File: config.mk
export PLATFORM = sky130hd
export DESIGN_NAME = adder_digit_serial
export DESIGN_NICKNAME = d
export VERILOG_FILES = /design/src/rtl/adder_digit_serial.sv
export SDC_FILE = /design/constraint.sdc
export NUM_CORES = 1
export LEC_CHECK = 0
export CAP_MARGIN = 15
export CORE_MARGIN = 2
export CORE_UTILIZATION = 49
export CTS_BUF_LIST = sky130_fd_sc_hd__clkbuf_8
export DETAILED_ROUTE_END_ITERATION = 6
export PLACE_DENSITY = 0.83
export SLEW_MARGIN = 20
export SYNTH_ARGS = -nofsm -noshare
export SYNTH_HDL_FRONTEND = slang
export SYNTH_SLANG_ARGS = --single-unit
File: constraint.sdc
create_clock -name clk -period 2.85 [get_ports clk]
set_clock_uncertainty 0.2 [all_clocks]
set_input_delay 0.7125 -clock clk [delete_from_list [all_inputs] [get_ports clk]]
set_output_delay 0.7125 -clock clk [all_outputs]
set_load 0.1 [all_outputs]
File: src/rtl/adder_digit_serial.sv
// Digit-serial adder/subtractor. Each operation takes WIDTH/DIGIT cycles, least
// significant digit first, with valid/ready handshakes on the input and output sides.
module adder_digit_serial #(
   parameter int WIDTH = 32,
   parameter int DIGIT = 4
) (
   input  logic             clk,
   input  logic             rst_n,
   input  logic             in_valid,
   output logic             in_ready,
   input  logic [WIDTH-1:0] a,
   input  logic [WIDTH-1:0] b,
   input  logic             cin,
   input  logic             sub,
   output logic             out_valid,
   input  logic             out_ready,
   output logic [WIDTH-1:0] sum,
   output logic             cout,
   output logic             ovf
);

   // WIDTH must be a multiple of DIGIT.
   localparam int NDIG = WIDTH / DIGIT;
   localparam int KW = (NDIG > 1) ? $clog2(NDIG) : 1;
   localparam logic [KW-1:0] KLAST = KW'(NDIG - 1);

   typedef enum logic [1:0] {IDLE, RUN, DONE} state_t;

   state_t           state;
   logic [WIDTH-1:0] a_q;
   logic [WIDTH-1:0] b_q;
   logic             c_q;
   logic [KW-1:0]    k;

   logic [DIGIT-1:0] a_d;
   logic [DIGIT-1:0] b_d;
   logic [DIGIT-1:0] d_sum;
   logic             d_cout;
   logic             d_cmsb;
   logic [WIDTH-1:0] sum_next;
   logic [WIDTH-1:0] a_next;
   logic [WIDTH-1:0] b_next;
   logic             accept;

   assign a_d = a_q[DIGIT-1:0];
   assign b_d = b_q[DIGIT-1:0];
   assign {d_cout, d_sum} = {1'b0, a_d} + {1'b0, b_d} + {{DIGIT{1'b0}}, c_q};
   // Carry into the digit's top bit, recovered from that bit's sum and operands.
   assign d_cmsb = d_sum[DIGIT-1] ^ a_d[DIGIT-1] ^ b_d[DIGIT-1];

   generate
      if (NDIG > 1) begin : g_shift
         assign sum_next = {d_sum, sum[WIDTH-1:DIGIT]};
         assign a_next   = {{DIGIT{1'b0}}, a_q[WIDTH-1:DIGIT]};
         assign b_next   = {{DIGIT{1'b0}}, b_q[WIDTH-1:DIGIT]};
      end else begin : g_flat
         assign sum_next = d_sum;
         assign a_next   = a_q;
         assign b_next   = b_q;
      end
   endgenerate

   // Handshake: a transfer happens on a rising edge where valid and ready are both
   // high. in_ready is high in IDLE, and follows out_ready in DONE so a new operation
   // can be captured on the same edge that retires the result.
   assign in_ready = (state == IDLE) || ((state == DONE) && out_ready);
   assign accept   = in_valid && in_ready;

   always_ff @(posedge clk or negedge rst_n) begin
      if (!rst_n) begin
         state     <= IDLE;
         a_q       <= '0;
         b_q       <= '0;
         c_q       <= 1'b0;
         k         <= '0;
         sum       <= '0;
         cout      <= 1'b0;
         ovf       <= 1'b0;
         out_valid <= 1'b0;
      end else if (accept) begin
         a_q       <= a;
         b_q       <= sub ? ~b : b;
         c_q       <= sub ^ cin;
         k         <= '0;
         out_valid <= 1'b0;
         state     <= RUN;
      end else begin
         case (state)
            RUN: begin
               sum <= sum_next;
               a_q <= a_next;
               b_q <= b_next;
               c_q <= d_cout;
               k   <= k + 1'b1;
               if (k == KLAST) begin
                  cout      <= d_cout;
                  ovf       <= d_cmsb ^ d_cout;
                  out_valid <= 1'b1;
                  state     <= DONE;
               end
            end
            DONE: begin
               if (out_ready) begin
                  out_valid <= 1'b0;
                  state     <= IDLE;
               end
            end
            default: state <= IDLE;
         endcase
      end
   end

endmodule

* Word level (Yosys, flattened, before mapping)
Cells that the tools add are included.
** Operators by class
- Div/mod/pow operators :: 0
- Reduce and logical (&&, ||, !) cells :: 10
- Multipliers :: 0
- Mux-type cells :: 17
- Add/sub/neg operators :: 3
- Shift operators :: 0
- Bitwise logic cells :: 6
- Eq/ne operators :: 5
- Magnitude comparators :: 0
** Operators with widths (number)
- two-way mux 32 bit :: 5
- NOT 32 bit :: 1
- two-way mux 2 bit :: 3
- two-way mux 3 bit :: 2
- inequality test 3 bit, second input constant :: 2
- AND reduction 3 bit :: 2
- adder 4 x 4 -> 5 bit :: 1
- adder 5 x 1 -> 5 bit :: 1
- two-way mux 1 bit :: 5
- one-hot mux 2 bit (2 select lines) :: 1
- AND reduction 2 bit :: 2
- bitwise XOR 1 bit :: 4
- adder 3 x 1 -> 3 bit, second input constant :: 1
- == test 3 bit, second input constant :: 1
- nonzero test 3 bit :: 1
- == test 2 x 1 -> 1 bit, second input constant :: 1
- == test 2 bit, second input constant :: 1
- logical AND 1 bit :: 2
- zero test 2 bit :: 1
- one-hot mux 1 bit (2 select lines) :: 1
- nonzero test 2 bit :: 1
- logical OR 1 bit :: 1
- NOT 1 bit :: 1
** Storage, ports and cells
- Bits of input ports :: 70
- Bits in writable memories :: 0
- Bits in latches :: 0
- Output and inout port bits :: 36
- Memories kept :: 0
- Register bits :: 105
- Bits in read-only memories :: 0

* Depth between registers and ports, before layout
Gate-level depths: netlist of the first run.
- Depth after elaboration :: 6
- Gate-level depth with buffers :: 8

* Worst setup path before layout of the first run
Ideal clock, no wire load.
- Path kind :: input to register
- Start point :: in out_ready
- End point :: reg b_q[30]
- Data arrival time :: 2.755 ns
- Setup slack :: -0.240 ns
- Path buffers :: 1
- Stages :: 6
- Cells stage by stage :: nor2b_4 > nor2_1 > nand2_2 > clkbuf_1 > nand3_1 > o21ai_0
** Between the ends
- Longest elaborated chain between the ends :: 4
** RTL lines
- start: declaration :: RTL line 16 : input logic out_ready,
- logical AND 1 bit * :: RTL line 66 : assign in_ready = (state == IDLE) || ((state == DONE) && out_ready);
- logical OR 1 bit * :: RTL line 66
- via in_ready :: RTL line 10 : output logic in_ready,
- logical AND 1 bit * :: RTL line 67 : assign accept = in_valid && in_ready;
- two-way mux 32 bit / nonzero test 2 bit (equally long branches)
- end signal: assignment :: RTL line 82 : b_q <= sub ? ~b : b;
- end signal: assignment :: RTL line 92 : b_q <= b_next;
- end: declaration :: RTL line 31 : logic [WIDTH-1:0] b_q;
The timed path passes the listed nets; every way through them passes the cells marked *.
A chain may end at the register's enable or synchronous reset.

* Worst setup path after layout of the first run
- Start point :: in out_ready
- End point :: out in_ready
** Between the ends
- Longest elaborated chain between the ends :: 2
** RTL lines (RTL line)
- logical AND 1 bit :: 66
- logical OR 1 bit :: 66
- end: declaration :: 10
No other way between the ends.

==> results of run 1 <==
worst min path at each step:
stage | slack (ns) | end | from
global placement | 0.26 | a_q[25]$_DFFE_PN0P_ | a_q[25]$_DFFE_PN0P_
floorplan | 0.22 | a_q[0]$_DFFE_PN0P_ | rst_n
global route | 0.12 | sum[9]$_DFFE_PN0P_ | rst_n
detailed placement | 0.26 | a_q[15]$_DFFE_PN0P_ | a_q[15]$_DFFE_PN0P_
finish | 0.10 | sum[9]$_DFFE_PN0P_ | rst_n
CTS | 0.11 | sum[9]$_DFFE_PN0P_ | rst_n
stage by stage:
stage          util [%]  cells  worst slack (ns)
4_1_cts            65.0    703             0.268
6_report           65.3    704             0.278
3_3_place_gp       62.5    687           -0.0216
5_1_grt            65.3    704             0.229
3_5_place_dp       62.5    687           -0.0797
2_1_floorplan         -    478             0.326
power by group:
part	switching [W]	leakage (nW)	internal, W
clock network	0.000490	0.113	0.000540
logic	0.00295	1.40	0.00126
registers	0.000458	1.33	0.00218
cells in the mapped netlist:
| cell type | count | area [sq um] |
|---|---|---|
| nor2b_4 | 1 | 13.8 |
| nand3_1 | 4 | 20.0 |
| a221o_1 | 29 | 290 |
| nor2_2 | 1 | 6.26 |
| nand2_1 | 161 | 604 |
| a221oi_1 | 1 | 8.76 |
| a21oi_1 | 1 | 5.00 |
| nor2_1 | 37 | 139 |
| xnor2_1 | 35 | 307 |
| inv_1 | 5 | 18.8 |
| dfrtp_1 | 105 | 2630 |
| mux2_2 | 1 | 11.3 |
| nand2b_1 | 3 | 18.8 |
| nor3b_4 | 1 | 18.8 |
| nor2b_1 | 3 | 18.8 |
| a22oi_1 | 24 | 180 |
| o21ai_0 | 19 | 95.1 |
| a31oi_1 | 4 | 25.0 |
| buf_2 | 16 | 80.1 |
| fa_1 | 2 | 40.0 |
| xor2_1 | 3 | 26.3 |
| nand2_2 | 1 | 6.26 |
| clkbuf_1 | 16 | 60.1 |
| ha_1 | 5 | 62.6 |
cell families after synthesis:
group                    synth area share (%)
XOR/XNOR                                 7.11
AO/OA/AOI/OAI                            12.9
multiplexers                            0.240
AND/OR/NAND/NOR                          18.1
buffers and inverters                    3.39
adder cells (fa/ha/maj)                  2.19
flip-flops                               56.1
layer usage:
metal | routed length, um | vias to the layer above | global-route usage [%]
li1 | - | 1778 | -
met1 | 4390 | 1745 | 26.9
met2 | 4950 | 120 | 33.5
met3 | 537 | 15 | 4.49
met4 | 142 | 0 | 6.13
met5 | 0 | - | 0
flip-flops by register name (all words and copies together), names as in the netlist:
name	cells
a_q	32
k	3
out_valid	1
b_q	32
cout	1
ovf	1
sum	32
c_q	1
state	2
critical path, stage by stage:
cell and delay (ns):
clkdlybuf4s50_1 0.50, nor2b_4 0.07, nor2_2 0.17, buf_12 0.20
area by class of cell:
class                      instances  area (sq um)
sequential                       105          2630
timing repair buffer             113          1080
tap                              129           161
clock buffer                      11           151
fill                             761          3200
multi-input combinational        336          1910
clock inverter                     5          78.8
inverter                           5          18.8
cells in the final DEF (no fill, tap or decap), types with 5 or more instances in the layout:
| cell | instances |
|---|---|
| o21ai_0 | 19 |
| a221o_1 | 29 |
| nor2_1 | 36 |
| inv_1 | 6 |
| dfrtp_1 | 105 |
| ha_1 | 5 |
| nand2_1 | 161 |
| a22oi_1 | 24 |
| clkdlybuf4s50_1 | 67 |
| clkbuf_8 | 11 |
| xnor2_1 | 35 |
| buf_4 | 40 |
==> metrics.txt, run 1 <==
run status=finished clean; WS Path Type=input port to output pin; pwr/cell area=1310 mW/mm^2; CTS tree=yes; Worst-Skew Late Latency=0.36 ns; register-to-register setup slack=0.40 ns; share of cells above drive strength 1=12.0%; global-route wire length before repair=16,600 um; core area=0.00924 sq mm; Starting Density=50.7%; Final Hold Viols=0; largest net degree at the start of global routing=58; die height=102 um; RSZ-0062 raised after global routing=false; # setup viols final=0; CTS Root Cell=clkbuf_8; nets@finish=647; synthesized area=0.00468 sq mm; Req. time, crit path=1.94 ns; Clock transition at path regs=0.09 ns; Tot Pwr=0.00788 W; #FFs+latches synth=105; CP startpoint=out_ready; die area=0.0104 sq mm; total track usage=20.3%; hold_buf cts=0; drt drc=0; vias per inst=5.20; IO Pins=106; r2r endpoint=ovf$_DFFE_PN0P_; Via Count=3,658; Die Span X=102 um; critical path fanouts, max=4; row cnt=35; Final Cycle Share=90.2%; worst slew pin tran=0.981 ns; leakage=2.84 nW; final instance area=0.00604 sq mm; Cells after Synth=478; dpl hpwl=6910 um; Max IR drop VDD=0.00114 V; CTS Buf Count=9; number of global-route vias before repair=3,529; DRT Wirelength=10,000 um; H-tree depth=3; Post-CTS Setup Inserts=0; Sink Count=105; Slew HR=34.6%; Synth Area per Inst=9.80 sq um; Area Overhead vs Synth=28.9%; Detail Route Antenna Nets=0; initial antenna violation count=0; IO buf count=105; GP Congestion=0.792; Setup crit end=in_ready; CP Launch Type=input port; CP Capture Type=output pin; Max Buffers Root-to-Sink=2; worst min-delay path class=input port to async pin; Wirelength per Cell=14.2 um; post_cts resized=0; Final TNS setup=0 ns; hold slack=0.101 ns; synth warn=0; fmax=0.389 GHz; post-synthesis cell type count=24; Max-cap violations=0; GRT overflow=0; DRT iter0 DRCs=166; R2R cell count=8; sequential area share after synthesis=56.1%; Slew Viols, Final=0; Area after DPL=0.00578 sq mm; crit path time final=2.57 ns; first-pass iteration count of the detailed router=5; syn nets=555; Critical Path AT=1.66 ns; number of diodes=0; RR Startpoint=a_q[0]$_DFFE_PN0P_
Power figures use the tool's default switching activity.
==> run 2: changes to the inputs <==
CORE_MARGIN = unset   (was 2)
==> metrics.txt, run 2 (synthesis results as in run 1) <==
run status=finished clean; total track usage=21.1%; DRT iter0 DRCs=174; Max Buffers Root-to-Sink=2; register-to-register setup slack=0.39 ns; Starting Density=50.7%; dpl hpwl=6650 um; Die Span X=99.8 um; pwr/cell area=1300 mW/mm^2; Max IR drop VDD=0.000984 V; Clock transition at path regs=0.09 ns; commonest non-fill, non-tap cells in the layout=nand2_1, dfrtp_1, clkdlybuf4s50_1; Top Registers=a_q (32), b_q (32), sum (32); leakage=2.83 nW; hold slack=0.0964 ns; # setup viols final=0; Post-CTS Setup Inserts=0; commonest non-fill, non-tap cell in the layout=nand2_1; GP Congestion=0.787; GRT overflow=0; Req. time, crit path=1.94 ns; core area=0.00924 sq mm; Post-Layout Cell Count=703; WS Path Type=input port to output pin; CP Launch Type=input port; Slew HR=35.8%; share of cells above drive strength 1=11.8%; Tot Pwr=0.00782 W; CTS tree=yes; RR Startpoint=a_q[0]$_DFFE_PN0P_; die height=99.8 um; final instance area=0.00601 sq mm; CP Capture Type=output pin; fmax=0.391 GHz; RSZ-0062 raised after global routing=false; Post-Place Cells=686; Via Count=3,691; Max-cap violations=0; largest net degree at the start of global routing=72; Worst-Skew Late Latency=0.36 ns; multi-input combinational cell area=0.00191 sq mm; Wirelength per Cell=13.8 um; number of global-route vias before repair=3,652; die area=0.00995 sq mm; Sink Count=105; Detail Route Antenna Nets=0; DRT Wirelength=9700 um; Critical Path AT=1.65 ns; row cnt=35; critical path fanouts, max=4; Storage cell area=0.00263 sq mm; first-pass iteration count of the detailed router=4; worst min-delay path class=input port to async pin; vias per inst=5.25; nets@finish=646; global-route wire length before repair=16,700 um; H-tree depth=3; Fillers=735; IO buf count=105; Area Overhead vs Synth=28.3%; initial antenna violation count=0; IO Pins=106; CTS Buf Count=9; CTS Root Cell=clkbuf_8; drt drc=0; number of diodes=0; crit path time final=2.56 ns; post_cts resized=0; R2R cell count=8; Area after DPL=0.00577 sq mm; Slew Viols, Final=0; Final Cycle Share=89.8%; Final Hold Viols=0; r2r endpoint=ovf$_DFFE_PN0P_; hold_buf cts=0; worst slew pin tran=0.963 ns
[run 2: power breakdown]
part / internal [W] / switching, W / leakage (nW) / total [W]
sequential: 0.00218 / 0.000454 / 1.33 / 0.00263
combinational: 0.00126 / 0.00295 / 1.39 / 0.00421
clock: 0.000487 / 0.000486 / 0.110 / 0.000973
total: 0.00393 / 0.00389 / 2.83 / 0.00782
[run 2: metrics by stage]
stage | setup TNS, ns | worst slack, ns | utilization [%]
3_5_place_dp | -1.42 | -0.0613 | 62.5
2_1_floorplan | 0 | 0.326 | -
6_report | 0 | 0.291 | 65.0
4_1_cts | 0 | 0.279 | 64.7
3_3_place_gp | -0.273 | -0.0222 | 62.5
5_1_grt | 0 | 0.186 | 65.0
[run 2: metal layers]
layer,vias to the layer above,part of all wire [%],global-route usage [%],wire length (um)
met2,127,51,35.4,4970
li1,1766,-,-,-
met4,0,0.80,6.56,78
met1,1789,43,28.0,4140
met5,-,0,0,0
met3,9,5.3,3.87,517
[run 2: worst max-delay path by stage]
stage | from | to | slack, ns | cells after the start
floorplan | out_ready | b_q[30]$_DFFE_PN0P_ | 0.33 | 6
global placement | out_ready | c_q$_DFFE_PN0P_ | -0.02 | 5
detailed placement | out_ready | b_q[0]$_DFFE_PN0P_ | -0.06 | 5
CTS | out_ready | in_ready | 0.28 | 4
global route | a_q[0]$_DFFE_PN0P_ | ovf$_DFFE_PN0P_ | 0.19 | 8
finish | out_ready | in_ready | 0.29 | 4
[run 2: cell type report]
class                   count  area share (%)
inverters                   5           0.312
well taps                 129            2.69
flip-flops and latches    105            43.7
clock buffers               9            2.06
clock inverters             7            1.44
repair buffers            112            17.9
multi-input cells         336            31.9
[run 2: critical path, stage by stage]
cell	delay, ns
clkdlybuf4s50_1	0.50
nor2b_4	0.07
nor2_2	0.16
buf_12	0.20
==> run 3: changes to the inputs <==
RECOVER_POWER = 50   (was unset)
==> metrics.txt, run 3 (synthesis results as in run 1) <==
run status=finished with violations; failing checks=max-capacitance violations, max-slew violations; Post-CTS Setup Inserts=0; worst slew pin tran=1.95 ns; Wirelength per Cell=13.8 um; Final Hold Viols=0; Max Buffers Root-to-Sink=2; GP Congestion=0.787; hold_buf cts=0; Post-Layout Cell Count=703; CTS Buf Count=9; die area=0.00995 sq mm; drt drc=0; WS Path Type=input port to output pin; nets@finish=646; worst setup margin=0.291 ns; post_cts resized=0; IO buf count=105; Die Span X=99.8 um; leakage=2.83 nW; H-tree depth=3; DRT iter0 DRCs=174; crit path time final=2.56 ns; Req. time, crit path=1.94 ns; Clock transition at path regs=0.09 ns; share of cells above drive strength 1=11.7%; CP Launch Type=input port; dpl hpwl=6650 um; fmax=0.391 GHz; Final TNS setup=0 ns; Final Cycle Share=89.8%; total track usage=21.1%; IO Pins=106; number of global-route vias before repair=3,652; critical path fanouts, max=4; commonest non-fill, non-tap cells in the layout=nand2_1, dfrtp_1, clkdlybuf4s50_1; Area Overhead vs Synth=28.2%; DRT Wirelength=9700 um; global-route wire length before repair=16,700 um; Area after DPL=0.00577 sq mm; row cnt=35; commonest non-fill, non-tap cell in the layout=nand2_1; number of diodes=0; register-to-register setup slack=0.39 ns; die height=99.8 um; worst min-delay path class=flop to flop; Critical Path AT=1.65 ns; Slew Viols, Final=35; pwr/cell area=1300 mW/mm^2; Starting Density=50.7%; Detail Route Antenna Nets=0; post-place setup slack=-0.0613 ns; Slew HR=-29.8%; final instance area=0.00600 sq mm; vias per inst=5.25; Max-cap violations=1; GRT overflow=0; CTS Root Cell=clkbuf_8; Via Count=3,692; Post-Place Cells=686; CP Capture Type=output pin; largest net degree at the start of global routing=72; core area=0.00924 sq mm; initial antenna violation count=0; Fillers=737; Max IR drop VDD=0.000984 V; Top Registers=a_q (32), b_q (32), sum (32); RSZ-0062 raised after global routing=false; CTS tree=yes; Worst-Skew Late Latency=0.36 ns; # setup viols final=0; Sink Count=105; first-pass iteration count of the detailed router=4
## run 3: cell types whose count changed in the layout (fill, tap and decap cells not counted), sizes merged
cell	delta
buf	-1
clkbuf	+1
## run 3: routing by layer
metal / wire [um] / share of wire (%) / track usage, %
met1: 4140 / 43 / 28.0
met3: 517 / 5.3 / 3.87
met5: 0 / 0 / 0
met4: 78 / 0.80 / 6.56
met2: 4970 / 51 / 35.4
## run 3: worst max-delay path: stages
cell and delay [ns]:
clkdlybuf4s50_1 0.50, nor2b_4 0.07, nor2_2 0.16, buf_12 0.20
## run 3: stage by stage
step / util [%] / hold slack [ns] / total power [W]
after floorplan: - / 0.217 / 0.00584
after global routing: 65.0 / 0.305 / 0.00833
after detailed placement: 62.5 / 0.263 / 0.00684
final: 65.0 / 0.285 / 0.00782
after CTS: 64.7 / 0.0944 / 0.00782
after global placement: 62.5 / 0.258 / 0.00669
## run 3: cell type report
type	instances	area, sq um	area share (%)
timing repair buffer	112	1070	17.9
clock buffer	9	124	2.06
sequential	105	2630	43.8
multi-input combinational	336	1910	31.9
tap	129	161	2.69
clock inverter	7	86.3	1.44
inverter	5	18.8	0.313
## run 3: power breakdown
part	total (W)	internal, W	leakage (nW)	switching [W]
Clock	0.000973	0.000487	0.110	0.000486
Sequential	0.00263	0.00218	1.33	0.000454
Combinational	0.00421	0.00126	1.39	0.00295
Total	0.00782	0.00393	2.83	0.00389
## run 3: worst paths after layout
check | from | end | cells after the start
max | out_ready | in_ready | 4
min reg2reg | a_q[15]$_DFFE_PN0P_ | a_q[15]$_DFFE_PN0P_ | 2
max reg2reg | a_q[0]$_DFFE_PN0P_ | ovf$_DFFE_PN0P_ | 8
min in group asynchronous | rst_n | a_q[4]$_DFFE_PN0P_ | 1
max in group asynchronous | rst_n | sum[30]$_DFFE_PN0P_ | 2
min | a_q[15]$_DFFE_PN0P_ | a_q[15]$_DFFE_PN0P_ | 2
